**config.mk**
```make
export PLATFORM = sky130hd
export DESIGN_NAME = receiver_flat
export DESIGN_NICKNAME = d
export VERILOG_FILES = /design/src/rtl/receiver_if.sv /design/src/rtl/receiver.sv /design/src/flat_wrapper.sv
export SDC_FILE = /design/constraint.sdc
export NUM_CORES = 1
export LEC_CHECK = 0
export CORE_UTILIZATION = 50
export CTS_CLUSTER_SIZE = 24
export DETAILED_ROUTE_END_ITERATION = 8
export PLACE_DENSITY = 0.82
export RECOVER_POWER = 100
export SLEW_MARGIN = 25
export SYNTH_ARGS = -nofsm -noshare
export SYNTH_HDL_FRONTEND = slang
export SYNTH_SLANG_ARGS = --single-unit
```
**constraint.sdc**
```tcl
create_clock -name clk -period 1.9 [get_ports clk]
set_input_delay 0.285 -clock clk [delete_from_list [all_inputs] [get_ports clk]]
set_output_delay 0.285 -clock clk [all_outputs]
set_load 0.1 [all_outputs]
```
**src/rtl/receiver_if.sv**
```systemverilog
// Serial receiver bus bundle: line input, oversample tick, read strobe and byte/flag outputs.
// Latency: none, wiring only.
// Backpressure: none; the host acknowledges a held byte with rda_clr.
interface receiver_if;
  logic       RxD;
  logic       rxEnable;
  logic       rda_clr;
  logic [7:0] rx_data;
  logic       RDA;
  logic       FE;
  logic       OE;

  // Receiver side.
  modport slave (
    input  RxD, rxEnable, rda_clr,
    output rx_data, RDA, FE, OE
  );

  // Bus / host side.
  modport master (
    output RxD, rxEnable, rda_clr,
    input  rx_data, RDA, FE, OE
  );
endinterface

```
**src/rtl/receiver.sv**
```systemverilog
// 8N1 UART receiver that oversamples RxD on rxEnable ticks and holds the last byte with RDA/FE/OE flags.
// Latency: RDA rises on the stop-bit sample tick, OVERSAMPLE/2 + 9*OVERSAMPLE ticks after start detect.
// Backpressure: none; an unread byte is overwritten and flagged by OE, and rda_clr acknowledges it.
module receiver #(
  parameter int OVERSAMPLE = 16   // even, >= 4
) (
  input  logic      clk,
  input  logic      rst,
  receiver_if.slave bus
);

  localparam int CW = $clog2(OVERSAMPLE);
  localparam logic [CW-1:0] HALF_M1 = CW'(OVERSAMPLE / 2 - 1);
  localparam logic [CW-1:0] FULL_M1 = CW'(OVERSAMPLE - 1);

  typedef enum logic [2:0] {
    IDLE      = 3'd0,
    START     = 3'd1,
    DATA      = 3'd2,
    STOP      = 3'd3,
    WAIT_HIGH = 3'd4
  } state_t;

  state_t          state_q, state_d;
  logic            sync1_q, rxs_q;
  logic [CW-1:0]   tick_cnt_q, tick_cnt_d;
  logic [2:0]      bit_idx_q, bit_idx_d;
  logic [7:0]      shift_q, shift_d;
  logic [7:0]      rx_data_q, rx_data_d;
  logic            rda_q, rda_d;
  logic            fe_q, fe_d;
  logic            oe_q, oe_d;

  logic            half_done, full_done;
  logic            cnt_clr, bit_clr, bit_sample, byte_done;

  assign half_done = (tick_cnt_q == HALF_M1);
  assign full_done = (tick_cnt_q == FULL_M1);

  // Two-flop synchronizer on the asynchronous serial line; resets to the idle level.
  always_ff @(posedge clk or posedge rst) begin
    if (rst) begin
      sync1_q <= 1'b1;
      rxs_q   <= 1'b1;
    end else begin
      sync1_q <= bus.RxD;
      rxs_q   <= sync1_q;
    end
  end

  // FSM state register.
  always_ff @(posedge clk or posedge rst) begin
    if (rst) state_q <= IDLE;
    else     state_q <= state_d;
  end

  // FSM next-state logic; only oversample ticks move the machine.
  always_comb begin
    state_d = state_q;
    if (bus.rxEnable) begin
      unique case (state_q)
        IDLE:      if (!rxs_q) state_d = START;
        // Mid start bit: a line back high means the low level was a glitch.
        START:     if (half_done) state_d = rxs_q ? IDLE : DATA;
        DATA:      if (full_done && (bit_idx_q == 3'd7)) state_d = STOP;
        // A low stop bit may be a break; wait for the line to recover before hunting again.
        STOP:      if (full_done) state_d = rxs_q ? IDLE : WAIT_HIGH;
        WAIT_HIGH: if (rxs_q) state_d = IDLE;
        default:   state_d = IDLE;
      endcase
    end
  end

  // FSM output decode: counter control and sample/complete strobes.
  always_comb begin
    cnt_clr    = 1'b0;
    bit_clr    = 1'b0;
    bit_sample = 1'b0;
    byte_done  = 1'b0;
    if (bus.rxEnable) begin
      unique case (state_q)
        IDLE:      cnt_clr = 1'b1;
        START: begin
          cnt_clr = half_done;
          bit_clr = half_done;
        end
        DATA: begin
          cnt_clr    = full_done;
          bit_sample = full_done;
        end
        STOP: begin
          cnt_clr   = full_done;
          byte_done = full_done;
        end
        WAIT_HIGH: cnt_clr = 1'b1;
        default:   cnt_clr = 1'b1;
      endcase
    end
  end

  // Datapath next state: tick/bit counters, shift register and host-visible flags.
  always_comb begin
    tick_cnt_d = tick_cnt_q;
    bit_idx_d  = bit_idx_q;
    shift_d    = shift_q;
    rx_data_d  = rx_data_q;
    rda_d      = rda_q;
    fe_d       = fe_q;
    oe_d       = oe_q;

    if (bus.rxEnable) tick_cnt_d = cnt_clr ? '0 : tick_cnt_q + 1'b1;

    if (bit_clr) begin
      bit_idx_d = 3'd0;
    end else if (bit_sample) begin
      shift_d[bit_idx_q] = rxs_q;
      bit_idx_d          = bit_idx_q + 3'd1;
    end

    // A completing byte beats a simultaneous read strobe: the new byte stays
    // flagged as available, and the strobe still counts as reading the old one.
    if (byte_done) begin
      rx_data_d = shift_q;
      rda_d     = 1'b1;
      fe_d      = ~rxs_q;
      oe_d      = (rda_q && !bus.rda_clr) ? 1'b1 : (bus.rda_clr ? 1'b0 : oe_q);
    end else if (bus.rda_clr) begin
      rda_d = 1'b0;
      oe_d  = 1'b0;
    end
  end

  // Datapath registers.
  always_ff @(posedge clk or posedge rst) begin
    if (rst) begin
      tick_cnt_q <= '0;
      bit_idx_q  <= 3'd0;
      shift_q    <= 8'h00;
      rx_data_q  <= 8'h00;
      rda_q      <= 1'b0;
      fe_q       <= 1'b0;
      oe_q       <= 1'b0;
    end else begin
      tick_cnt_q <= tick_cnt_d;
      bit_idx_q  <= bit_idx_d;
      shift_q    <= shift_d;
      rx_data_q  <= rx_data_d;
      rda_q      <= rda_d;
      fe_q       <= fe_d;
      oe_q       <= oe_d;
    end
  end

  assign bus.rx_data = rx_data_q;
  assign bus.RDA     = rda_q;
  assign bus.FE      = fe_q;
  assign bus.OE      = oe_q;

endmodule

```
**src/flat_wrapper.sv**
```systemverilog
// flat-port wrapper written by rule: the top's interface ports become plain ports
module receiver_flat 
#(
  parameter int OVERSAMPLE = 16                
)
  (clk, rst, bus_RxD, bus_rxEnable, bus_rda_clr, bus_rx_data, bus_RDA, bus_FE, bus_OE);
  receiver_if bus_i ();
  input  logic clk;
  input  logic rst;
  input wire logic [$bits(bus_i.RxD)-1:0] bus_RxD;
  input wire logic [$bits(bus_i.rxEnable)-1:0] bus_rxEnable;
  input wire logic [$bits(bus_i.rda_clr)-1:0] bus_rda_clr;
  output wire logic [$bits(bus_i.rx_data)-1:0] bus_rx_data;
  output wire logic [$bits(bus_i.RDA)-1:0] bus_RDA;
  output wire logic [$bits(bus_i.FE)-1:0] bus_FE;
  output wire logic [$bits(bus_i.OE)-1:0] bus_OE;
  assign bus_i.RxD = bus_RxD;
  assign bus_i.rxEnable = bus_rxEnable;
  assign bus_i.rda_clr = bus_rda_clr;
  assign bus_rx_data = bus_i.rx_data;
  assign bus_RDA = bus_i.RDA;
  assign bus_FE = bus_i.FE;
  assign bus_OE = bus_i.OE;
  receiver #(.OVERSAMPLE(OVERSAMPLE)) u_core (.clk(clk), .rst(rst), .bus(bus_i));
endmodule
```
After elaboration in Yosys (flattened, before gate mapping)
Index checks and enable logic that the tools add are counted.
{"block": "totals", "register_bits": 31, "elab_cells": 65, "in_bits": 5, "out_inout_bits": 11}
{"block": "op_classes", "n_eq_ne": 12, "order_cmp": 2, "muxes": 27, "n_reduce_logical": 10, "bitwise": 2, "add_sub_neg": 2}
{"cell": "3-bit 2-to-1 mux", "count": 8}
{"cell": "3-bit one-hot mux with 5 select lines", "count": 1}
{"cell": "1-bit 2-to-1 mux", "count": 13}
{"cell": "8-bit bitwise mux", "count": 1}
{"cell": "2-bit by 1-bit != test with 1-bit output, second input constant", "count": 4}
{"cell": "3-bit by 2-bit equality test with 1-bit output, second input constant", "count": 2}
{"cell": "3-bit equality test, second input constant", "count": 2}
{"cell": "6-bit AND reduction", "count": 1}
{"cell": "4-bit by 1-bit adder with 4-bit output, second input constant", "count": 1}
{"cell": "4-bit by 3-bit equality test with 1-bit output, second input constant", "count": 1}
{"cell": "4-bit equality test, second input constant", "count": 1}
{"cell": "3-bit by 4-bit < comparator with 1-bit output, second input constant", "count": 1}
{"cell": "4-bit 2-to-1 mux", "count": 1}
{"cell": "2-bit nonzero test", "count": 2}
{"cell": "3-bit by 1-bit adder with 3-bit output, second input constant", "count": 1}
{"cell": "1-bit demux with 3-bit select", "count": 1}
{"cell": "3-bit by 1-bit equality test with 1-bit output, second input constant", "count": 1}
{"cell": "3-bit by 1-bit >= comparator with 1-bit output, second input constant", "count": 1}
{"cell": "1-bit logical AND", "count": 3}
{"cell": "3-bit zero test", "count": 1}
{"cell": "2-bit 2-to-1 mux", "count": 1}
{"cell": "2-bit != test, second input constant", "count": 1}
{"cell": "1-bit inverter", "count": 2}
{"cell": "1-bit one-hot mux with 2 select lines", "count": 1}
{"cell": "3 further kinds", "count": 3}

Longest topological paths before layout
Gate-level depths: netlist of the first run.
{"block": "logic_depth", "word_depth": 5, "depth_mapped": 6, "depth_no_buf": 5}

Least setup slack after synthesis of the first run
Ideal clock, no wire load.
{"block": "synth_timing", "kind": "register to register", "startpoint": "register u_core.tick_cnt_q[0]", "endpoint": "register u_core.shift_q[1]", "setup_time_ns": 0.125, "path_stages_with_launch": 7, "slack_ns": -0.085, "arrival_ns": 1.861, "t_required_ns": 1.775, "path_buffers": 1, "period_less_slack_ns": 1.985, "path_cell_list": "dfrtp_1 ha_1 nand3_2 or4b_4 buf_6 nor3b_2 mux2_2"}
{"block": "synth_between", "elab_chain_cells": 5, "elab_cells_between_ends": 8, "classes_between": "eq/ne (2); mux (4); bitwise (1); reduce/logical (1)"}
{"item": "start: declaration", "line": "receiver.sv:26", "source": "logic [CW-1:0] tick_cnt_q, tick_cnt_d;"}
{"item": "start signal: assignment", "line": "receiver.sv:144", "source": "tick_cnt_q <= tick_cnt_d;"}
{"item": "4-bit by 3-bit equality test with 1-bit output", "line": "receiver.sv:37", "source": "assign half_done = (tick_cnt_q == HALF_M1);"}
{"item": "1-bit 2-to-1 mux", "line": "receiver.sv:81", "source": "unique case (state_q)"}
{"item": "1-bit 2-to-1 mux", "line": "receiver.sv:80", "source": "if (bus.rxEnable) begin"}
{"item": "1-bit inverter (no source line)"}
{"item": "2-bit AND reduction (no source line) (*)"}
{"item": "end signal: assignment", "line": "receiver.sv:146", "source": "shift_q <= shift_d;"}
{"item": "end: declaration", "line": "receiver.sv:28", "source": "logic [7:0] shift_q, shift_d;"}
Every way passes the cells marked *; elsewhere a longest branch is shown, timed or not.
A chain may end at the register's enable or synchronous reset.

Final worst setup path of the first run
{"block": "layout_timing", "startpoint": "register u_core.tick_cnt_q[1]", "endpoint": "register u_core.shift_q[2]"}
The elaborated chain is that of the path after synthesis.

==> out/qor.csv, run 1 <==
stage,metric,value,unit
outcome,status,finished with violations,
outcome,failing checks,"DRC, setup timing",
drt,wire length per cell,14.15,µm
setup_path,Critical Path RT,2.11,ns
sta,fmax,0.5181,GHz
sta,min cycle time layout,1.930,ns
drt,Starting DRT DRC Count,42,
sta,Final Max Tran Viols,0,
setup_path,largest fanout on the critical path,8,
yosys,synth cell count leaders,"nand2_1, dfrtp_1, o21ai_0",
sta,RSZ-0062 raised after global routing,yes,
yosys,Main synth FF type,dfrtp_1,
sta,final setup fails,4,
yosys,top cell type by total area after synthesis,dfrtp_1,
drt,Post-route DRC,3,
sta,setup ws final,-0.03025,ns
global_route,vias in the first global route,1113,
worst_hold_path,WHS Path Cells,0,
setup_path,crit-path cells,"ha_4, nand3_4, or4b_4, nor4_2, mux2_1",
yosys,"EDFF count, synth",0,
yosys,syn_nets,153,
setup_path,Worst path slowest cell,or4b_4,
setup_path,WP buf/inv,0,
layout,diodes inserted,0,
worst_hold_path,Worst Hold Launch,u_core.sync1_q,
setup_path,Top delay family on crit path,simple AND/OR/NAND/NOR gates,
setup_path,CP Capture Type,register,
placed_design,placed insts,194,
yosys,Syn Inst Count,145,
setup_path,reg2reg setup slack,-0.03,ns
drt,Routed Wire Length,2886,µm
setup_path,CP peak stage delay,0.59,ns
clock_tree,Max clock buf depth,2,
global_route,pin count of the biggest net entering global routing,32,
drt,Pre-antenna DRT Iters,6,
placed_design,input/output buffers,15,
yosys,synthesized cell area,1544,µm²
sta,Final period util,1.016,
global_route,gr ovfl total,0,
layout,Filler cells,221,
setup_path,R2R Path Start,u_core.tick_cnt_q[1],
setup_path,WS Path Type,reg -> reg,
placed_design,Routability Congestion,0.8826,
clock_tree,CTS tree,yes,
sta,Slew HR,0.5101,
layout,layout cell share with drive strength beyond 1,0.3121,
global_route,Total GRT Usage,0.2065,
placed_design,pre-CTS WS,-0.3250,ns
clock_tree,clock slew at reported path FFs,0.10,ns
floorplanning,I/O pin cnt,16,
layout,Layout area overhead,17.10,%
clock_tree,clock sinks,31,
floorplanning,Placement Rows,19,
sta,Worst-Margin Slew,0.7348,ns
yosys,Synth warnings,0,
layout,multi-input logic area,716.9,µm²
floorplanning,Die Span Y,57.57,µm
global_route,first-pass GRT wire length,5133,µm
yosys,Yosys reg bits,31,
drt,via count,1146,
sta,Final Hold Fails,0,
sta,Layout Skew,0.009434,ns
floorplanning,die footprint,3314,µm²
yosys,post-synth top area share,0.4700,
yosys,post-synthesis sequential area ratio,0.5041,
global_route,initial antenna violation count,0,
pwr,PD cells,1031,nW/µm²
drt,vias per inst,5.618,
worst_hold_path,Worst Hold End,u_core.rxs_q,
yosys,Synth Area per Inst,10.65,µm²
setup_path,R2R depth,5,
setup_path,startpoint types,register,
clock_tree,root buffer cell,clkbuf_4,
clock_tree,# H-tree levels,2,
layout,fin nets,180,
flow_run,max cap viols,0,
placed_design,DP HPWL,1940,µm
setup_path,CP arrival,2.15,ns
yosys,post-synth cell types,40,
pwr,Peak VDD IR,0.5664,mV
layout,Reg area,778.2,µm²
yosys,ys async rst share,1.000,
floorplanning,core area,2829,µm²
floorplanning,Die X-Extent,57.57,µm
layout,Finished Layout Cells,204,
drt,Final ANT Viol Nets,0,
floorplanning,starting density of the core,0.5458,
clock_tree,total CTS buffers,5,
setup_path,capturing point of the worst reg2reg path,u_core.shift_q[2],
worst_hold_path,Hold Crit Class,reg -> reg,
yosys,synth top area cells,"dfrtp_1, nand2_1, mux2_1, dfstp_2, mux2_2",
pwr,leakage dissipation,0.8566,nW
sta,setup TNS,-0.05580,ns
clock_tree,Clock Latency Late Sink,0.33,ns
yosys,most numerous cell in the Yosys netlist,nand2_1,
[registers in the layout (all words and copies together), names as in the netlist, 3 cells and up]
name,count
u_core.bit_idx_q,3
u_core.bus.rx_data,8
u_core.shift_q,8
u_core.state_q,3
u_core.tick_cnt_q,4
[power breakdown]
group / total, mW / internal, mW / leakage [nW] / switching (mW)
registers: 0.862 / 0.750 / 0.409 / 0.112
logic: 0.611 / 0.268 / 0.413 / 0.343
clock network: 0.391 / 0.179 / 0.0353 / 0.212
total: 1.86 / 1.20 / 0.857 / 0.668
[worst reg2reg max path: stages, from the launching register on]
cell	delay (ns)
dfrtp_1	0.40
ha_4	0.17
nand3_4	0.08
or4b_4	0.59
nor4_2	0.22
mux2_1	0.36
[worst max path at each step]
stage,startpoint,to,slack [ns],cells after the start
6_report,u_core.tick_cnt_q[1],u_core.shift_q[2],-0.03,5
5_1_grt,u_core.tick_cnt_q[1],u_core.shift_q[2],-0.11,5
4_1_cts,u_core.tick_cnt_q[1],u_core.shift_q[1],-0.03,5
3_5_place_dp,bus_rxEnable,u_core.shift_q[4],-0.32,5
3_3_place_gp,bus_rxEnable,u_core.shift_q[6],-0.27,5
2_1_floorplan,u_core.tick_cnt_q[0],u_core.shift_q[1],0.002,6
[logic make-up after synthesis]
| logic type | Yosys count | synth area share |
|---|---|---|
| adders and majority gates | 3 | 0.02431 |
| DFF | 31 | 0.5041 |
| xor gates and xnor gates | 2 | 0.01135 |
| and+or+nand+nor | 60 | 0.2310 |
| muxes | 12 | 0.08509 |
| AOI/OAI and AO/OA | 22 | 0.09158 |
| buffers and inverters | 15 | 0.05267 |
[area by class of cell]
type,instances,area share
sequential,31,0.4305
multi-input combinational,99,0.3965
timing repair buffer,29,0.1059
clock buffer,7,0.03045
tap,31,0.02145
inverter,6,0.01246
clock inverter,1,0.002768
[cell usage in the layout, fill, tap and decap left out, drive strengths merged, types with 3 or more instances in the layout]
cell     n
a21oi    4
dfrtp   29
mux2i    3
nor3     6
nor4     4
or3      4
ha       3
nand2   33
clkbuf  21
o21ai    7
buf     11
inv      6
nand3    3
mux2     9
[metal layers]
layer	up-vias	global-route usage	wire (µm)
li1	555	-	-
met1	558	0.2741	1326
met2	28	0.3256	1391
met3	5	0.04989	132
met4	0	0.08362	36
met5	-	0	0
[timing repair]
action | 4_1_cts | 5_1_grt
endpoints found under the setup margin | 7 | 7
hold buffers | 0 | 0
pin swaps | 0 | 0
gates cloned | 0 | 0
setup buffers | 1 | 1
gates resized for setup | 2 | 2
[per-stage QoR]
stage          area (µm²)    util  hold slack (ns)  power (mW)
5_1_grt              1808  0.6391           0.3674       1.995
4_1_cts              1832  0.6475           0.3494       1.882
6_report             1808  0.6391           0.3601       1.864
3_3_place_gp         1757  0.6210           0.3495       1.449
2_1_floorplan        1564       -           0.2895       1.292
3_5_place_dp         1757  0.6210           0.3504       1.477
Power figures use the tool's default switching activity.
==> inputs of run 2 (changes only) <==
--- a/config.mk
+++ b/config.mk
@@ -9,7 +9,7 @@
 export CTS_CLUSTER_SIZE = 24
 export DETAILED_ROUTE_END_ITERATION = 8
 export PLACE_DENSITY = 0.82
-export RECOVER_POWER = 100
+export RECOVER_POWER = 50
 export SLEW_MARGIN = 25
 export SYNTH_ARGS = -nofsm -noshare
 export SYNTH_HDL_FRONTEND = slang
==> out/qor.csv, run 2 (synthesized netlist as in run 1, its figures left out) <==
stage,metric,value,unit,change
pwr,leakage dissipation,0.8696,nW,was 0.8566 nW
placed_design,Routability Congestion,0.8826,,unchanged
pwr,sw frac,0.3565,,was 0.3582
clock_tree,clock sinks,31,,unchanged
drt,Routed Wire Length,2885,µm,was 2886 µm
setup_path,WS Path Type,reg -> reg,,unchanged
sta,final setup fails,4,,unchanged
floorplanning,core area,2829,µm²,unchanged
layout,diodes inserted,0,,unchanged
sta,setup ws final,-0.02776,ns,was -0.03025 ns
setup_path,end of the critical path,u_core.shift_q[2],,unchanged
drt,via count,1151,,was 1146
sta,RSZ-0062 raised after global routing,yes,,unchanged
sta,min cycle time layout,1.928,ns,was 1.930 ns
placed_design,placed inst area,1757,µm²,unchanged
setup_path,largest fanout on the critical path,8,,unchanged
pwr,cell internal pwr,1.208,mW,was 1.197 mW
clock_tree,clock slew at reported path FFs,0.10,ns,about the same
worst_hold_path,Hold Crit Class,reg -> reg,,unchanged
clock_tree,CTS Hold Bufs,0,,unchanged
sta,Final Max Tran Viols,0,,unchanged
floorplanning,I/O pin cnt,16,,unchanged
setup_path,Critical Path RT,2.11,ns,about the same
sta,Slew HR,0.5103,,was 0.5101
outcome,failing checks,"DRC, setup timing",,unchanged
clock_tree,root buffer cell,clkbuf_4,,unchanged
sta,Final period util,1.015,,was 1.016
outcome,status,finished with violations,,unchanged
pwr,PD cells,1017,nW/µm²,was 1031 nW/µm²
drt,wire length per cell,14.14,µm,was 14.15 µm
sta,Final Hold Fails,0,,unchanged
floorplanning,Placement Rows,19,,unchanged
global_route,vias in the first global route,1113,,unchanged
global_route,gr ovfl total,0,,unchanged
drt,Pre-antenna DRT Iters,6,,unchanged
global_route,Total GRT Usage,0.2065,,unchanged
layout,Layout area overhead,19.61,%,was 17.10%
clock_tree,Clock Latency Late Sink,0.33,ns,about the same
setup_path,R2R Path Start,u_core.tick_cnt_q[1],,unchanged
layout,"commonest cells after routing, fill and taps aside","nand2_1, dfrtp_1, buf_4, o21ai_0, inv_1",,"was nand2_1, dfrtp_1, clkbuf_2, buf_4, o21ai_0"
setup_path,Setup crit start,u_core.tick_cnt_q[1],,unchanged
pwr,combinational fraction of design power,0.333,,was 0.328
layout,layout cell share with drive strength beyond 1,0.3237,,was 0.3121
pwr,switching power,0.6695,mW,was 0.6677 mW
clock_tree,CTS tree,yes,,unchanged
clock_tree,total CTS buffers,5,,unchanged
placed_design,DP HPWL,1940,µm,unchanged
sta,WHS,0.3601,ns,about the same
clock_tree,# H-tree levels,2,,unchanged
sta,fmax,0.5187,GHz,was 0.5181 GHz
global_route,pin count of the biggest net entering global routing,32,,unchanged
layout,fin nets,180,,unchanged
sta,Layout Skew,0.009386,ns,was 0.009434 ns
drt,Post-route DRC,3,,unchanged
floorplanning,Die X-Extent,57.57,µm,unchanged
layout,"most common cell after layout, fill and taps aside",nand2_1,,unchanged
flow_run,max cap viols,0,,unchanged
setup_path,CP arrival,2.14,ns,was 2.15 ns
setup_path,startpoint types,register,,unchanged
pwr,Peak VDD IR,0.5765,mV,was 0.5664 mV
drt,Final ANT Viol Nets,0,,unchanged
setup_path,capturing point of the worst reg2reg path,u_core.shift_q[2],,unchanged
pwr,clock power share,0.208,,was 0.210
placed_design,input/output buffers,15,,unchanged
floorplanning,starting density of the core,0.5458,,unchanged
floorplanning,Die Span Y,57.57,µm,unchanged
layout,design area,1847,µm²,was 1808 µm²
global_route,first-pass GRT wire length,5133,µm,unchanged
global_route,initial antenna violation count,0,,unchanged
drt,Starting DRT DRC Count,41,,was 42
floorplanning,die footprint,3314,µm²,unchanged
setup_path,CP Capture Type,register,,unchanged
pwr,Flop pwr share,0.459,,was 0.463
setup_path,reg2reg setup slack,-0.03,ns,about the same
sta,Worst-Margin Slew,0.7345,ns,was 0.7348 ns
drt,vias per inst,5.642,,was 5.618
setup_path,R2R depth,5,,unchanged
clock_tree,Max clock buf depth,2,,unchanged
## run 2: changes by cell type in the layout (fill, tap and decap cells not counted)
cell      delta
buf_4       +13
clkbuf_1     -1
clkbuf_2    -12
nor3_1       -1
nor3_2       +1
## run 2: what timing repair did
| item | 4_1_cts | 5_1_grt |
|---|---|---|
| setup endpoints to repair | 7 | 7 |
| gates resized for setup | 2 | 2 |
| setup buffers | 1 | 1 |
| cloned | 0 | 0 |
## run 2: how the worst min path moves through the flow
stage                         startpoint           endpoint  slack (ns)  depth (start not counted)
final                     u_core.sync1_q       u_core.rxs_q        0.36                          0
after CTS                            rst  u_core.shift_q[2]        0.35                          3
after global placement    u_core.sync1_q       u_core.rxs_q        0.35                          0
after floorplan                  bus_RxD     u_core.sync1_q        0.29                          0
after detailed placement  u_core.sync1_q       u_core.rxs_q        0.35                          0
after global routing      u_core.sync1_q       u_core.rxs_q        0.37                          0
## run 2: stage by stage
| stage | total power, mW | utilization | setup TNS, ns | worst slack [ns] | instances |
|---|---|---|---|---|---|
| detailed placement | 1.477 | 0.6210 | -2.047 | -0.3250 | 194 |
| finish | 1.878 | 0.6528 | -0.04901 | -0.02776 | 204 |
| global placement | 1.449 | 0.6210 | -1.798 | -0.2707 | 194 |
| floorplan | 1.292 | - | 0 | 0.001586 | 145 |
| global route | 2.010 | 0.6528 | -0.4944 | -0.1095 | 204 |
| CTS | 1.882 | 0.6475 | -0.05522 | -0.02828 | 203 |
## run 2: routing by layer
metal  global-route usage  wire length (µm)
met4              0.08362                46
met2               0.3256              1396
met5                    0                 0
met1               0.2741              1320
met3              0.04989               122
## run 2: final cells by class
| type | count | area, µm² |
|---|---|---|
| multi-input combinational | 99 | 721.9 |
| inverter | 6 | 22.52 |
| tap | 31 | 38.79 |
| fill | 210 | 982.2 |
| sequential | 31 | 778.2 |
| timing repair buffer | 29 | 225.2 |
| clock inverter | 1 | 5.005 |
| clock buffer | 7 | 55.05 |
## run 2: power by group through the flow
stage	Clock (mW)	Combinational [mW]	Sequential [mW]
after CTS	0.401	0.619	0.862
after detailed placement	0	0.600	0.877
final	0.391	0.625	0.861
after global placement	0	0.578	0.871
after floorplan	0	0.381	0.911
after global routing	0.433	0.702	0.876
## run 2: critical path: stages (launching register included)
cell	delay, ns
dfrtp_1	0.40
ha_4	0.17
nand3_4	0.08
or4b_4	0.59
nor4_2	0.21
mux2_1	0.36
==> inputs of run 3 (changes only) <==
--- a/config.mk
+++ b/config.mk
@@ -5,6 +5,7 @@
 export SDC_FILE = /design/constraint.sdc
 export NUM_CORES = 1
 export LEC_CHECK = 0
+export ABC_AREA = 0
 export CORE_UTILIZATION = 50
 export CTS_CLUSTER_SIZE = 24
 export DETAILED_ROUTE_END_ITERATION = 8
==> results of run 3 <==
No change in the layout: final DEF, timing and power equal those of run 2.
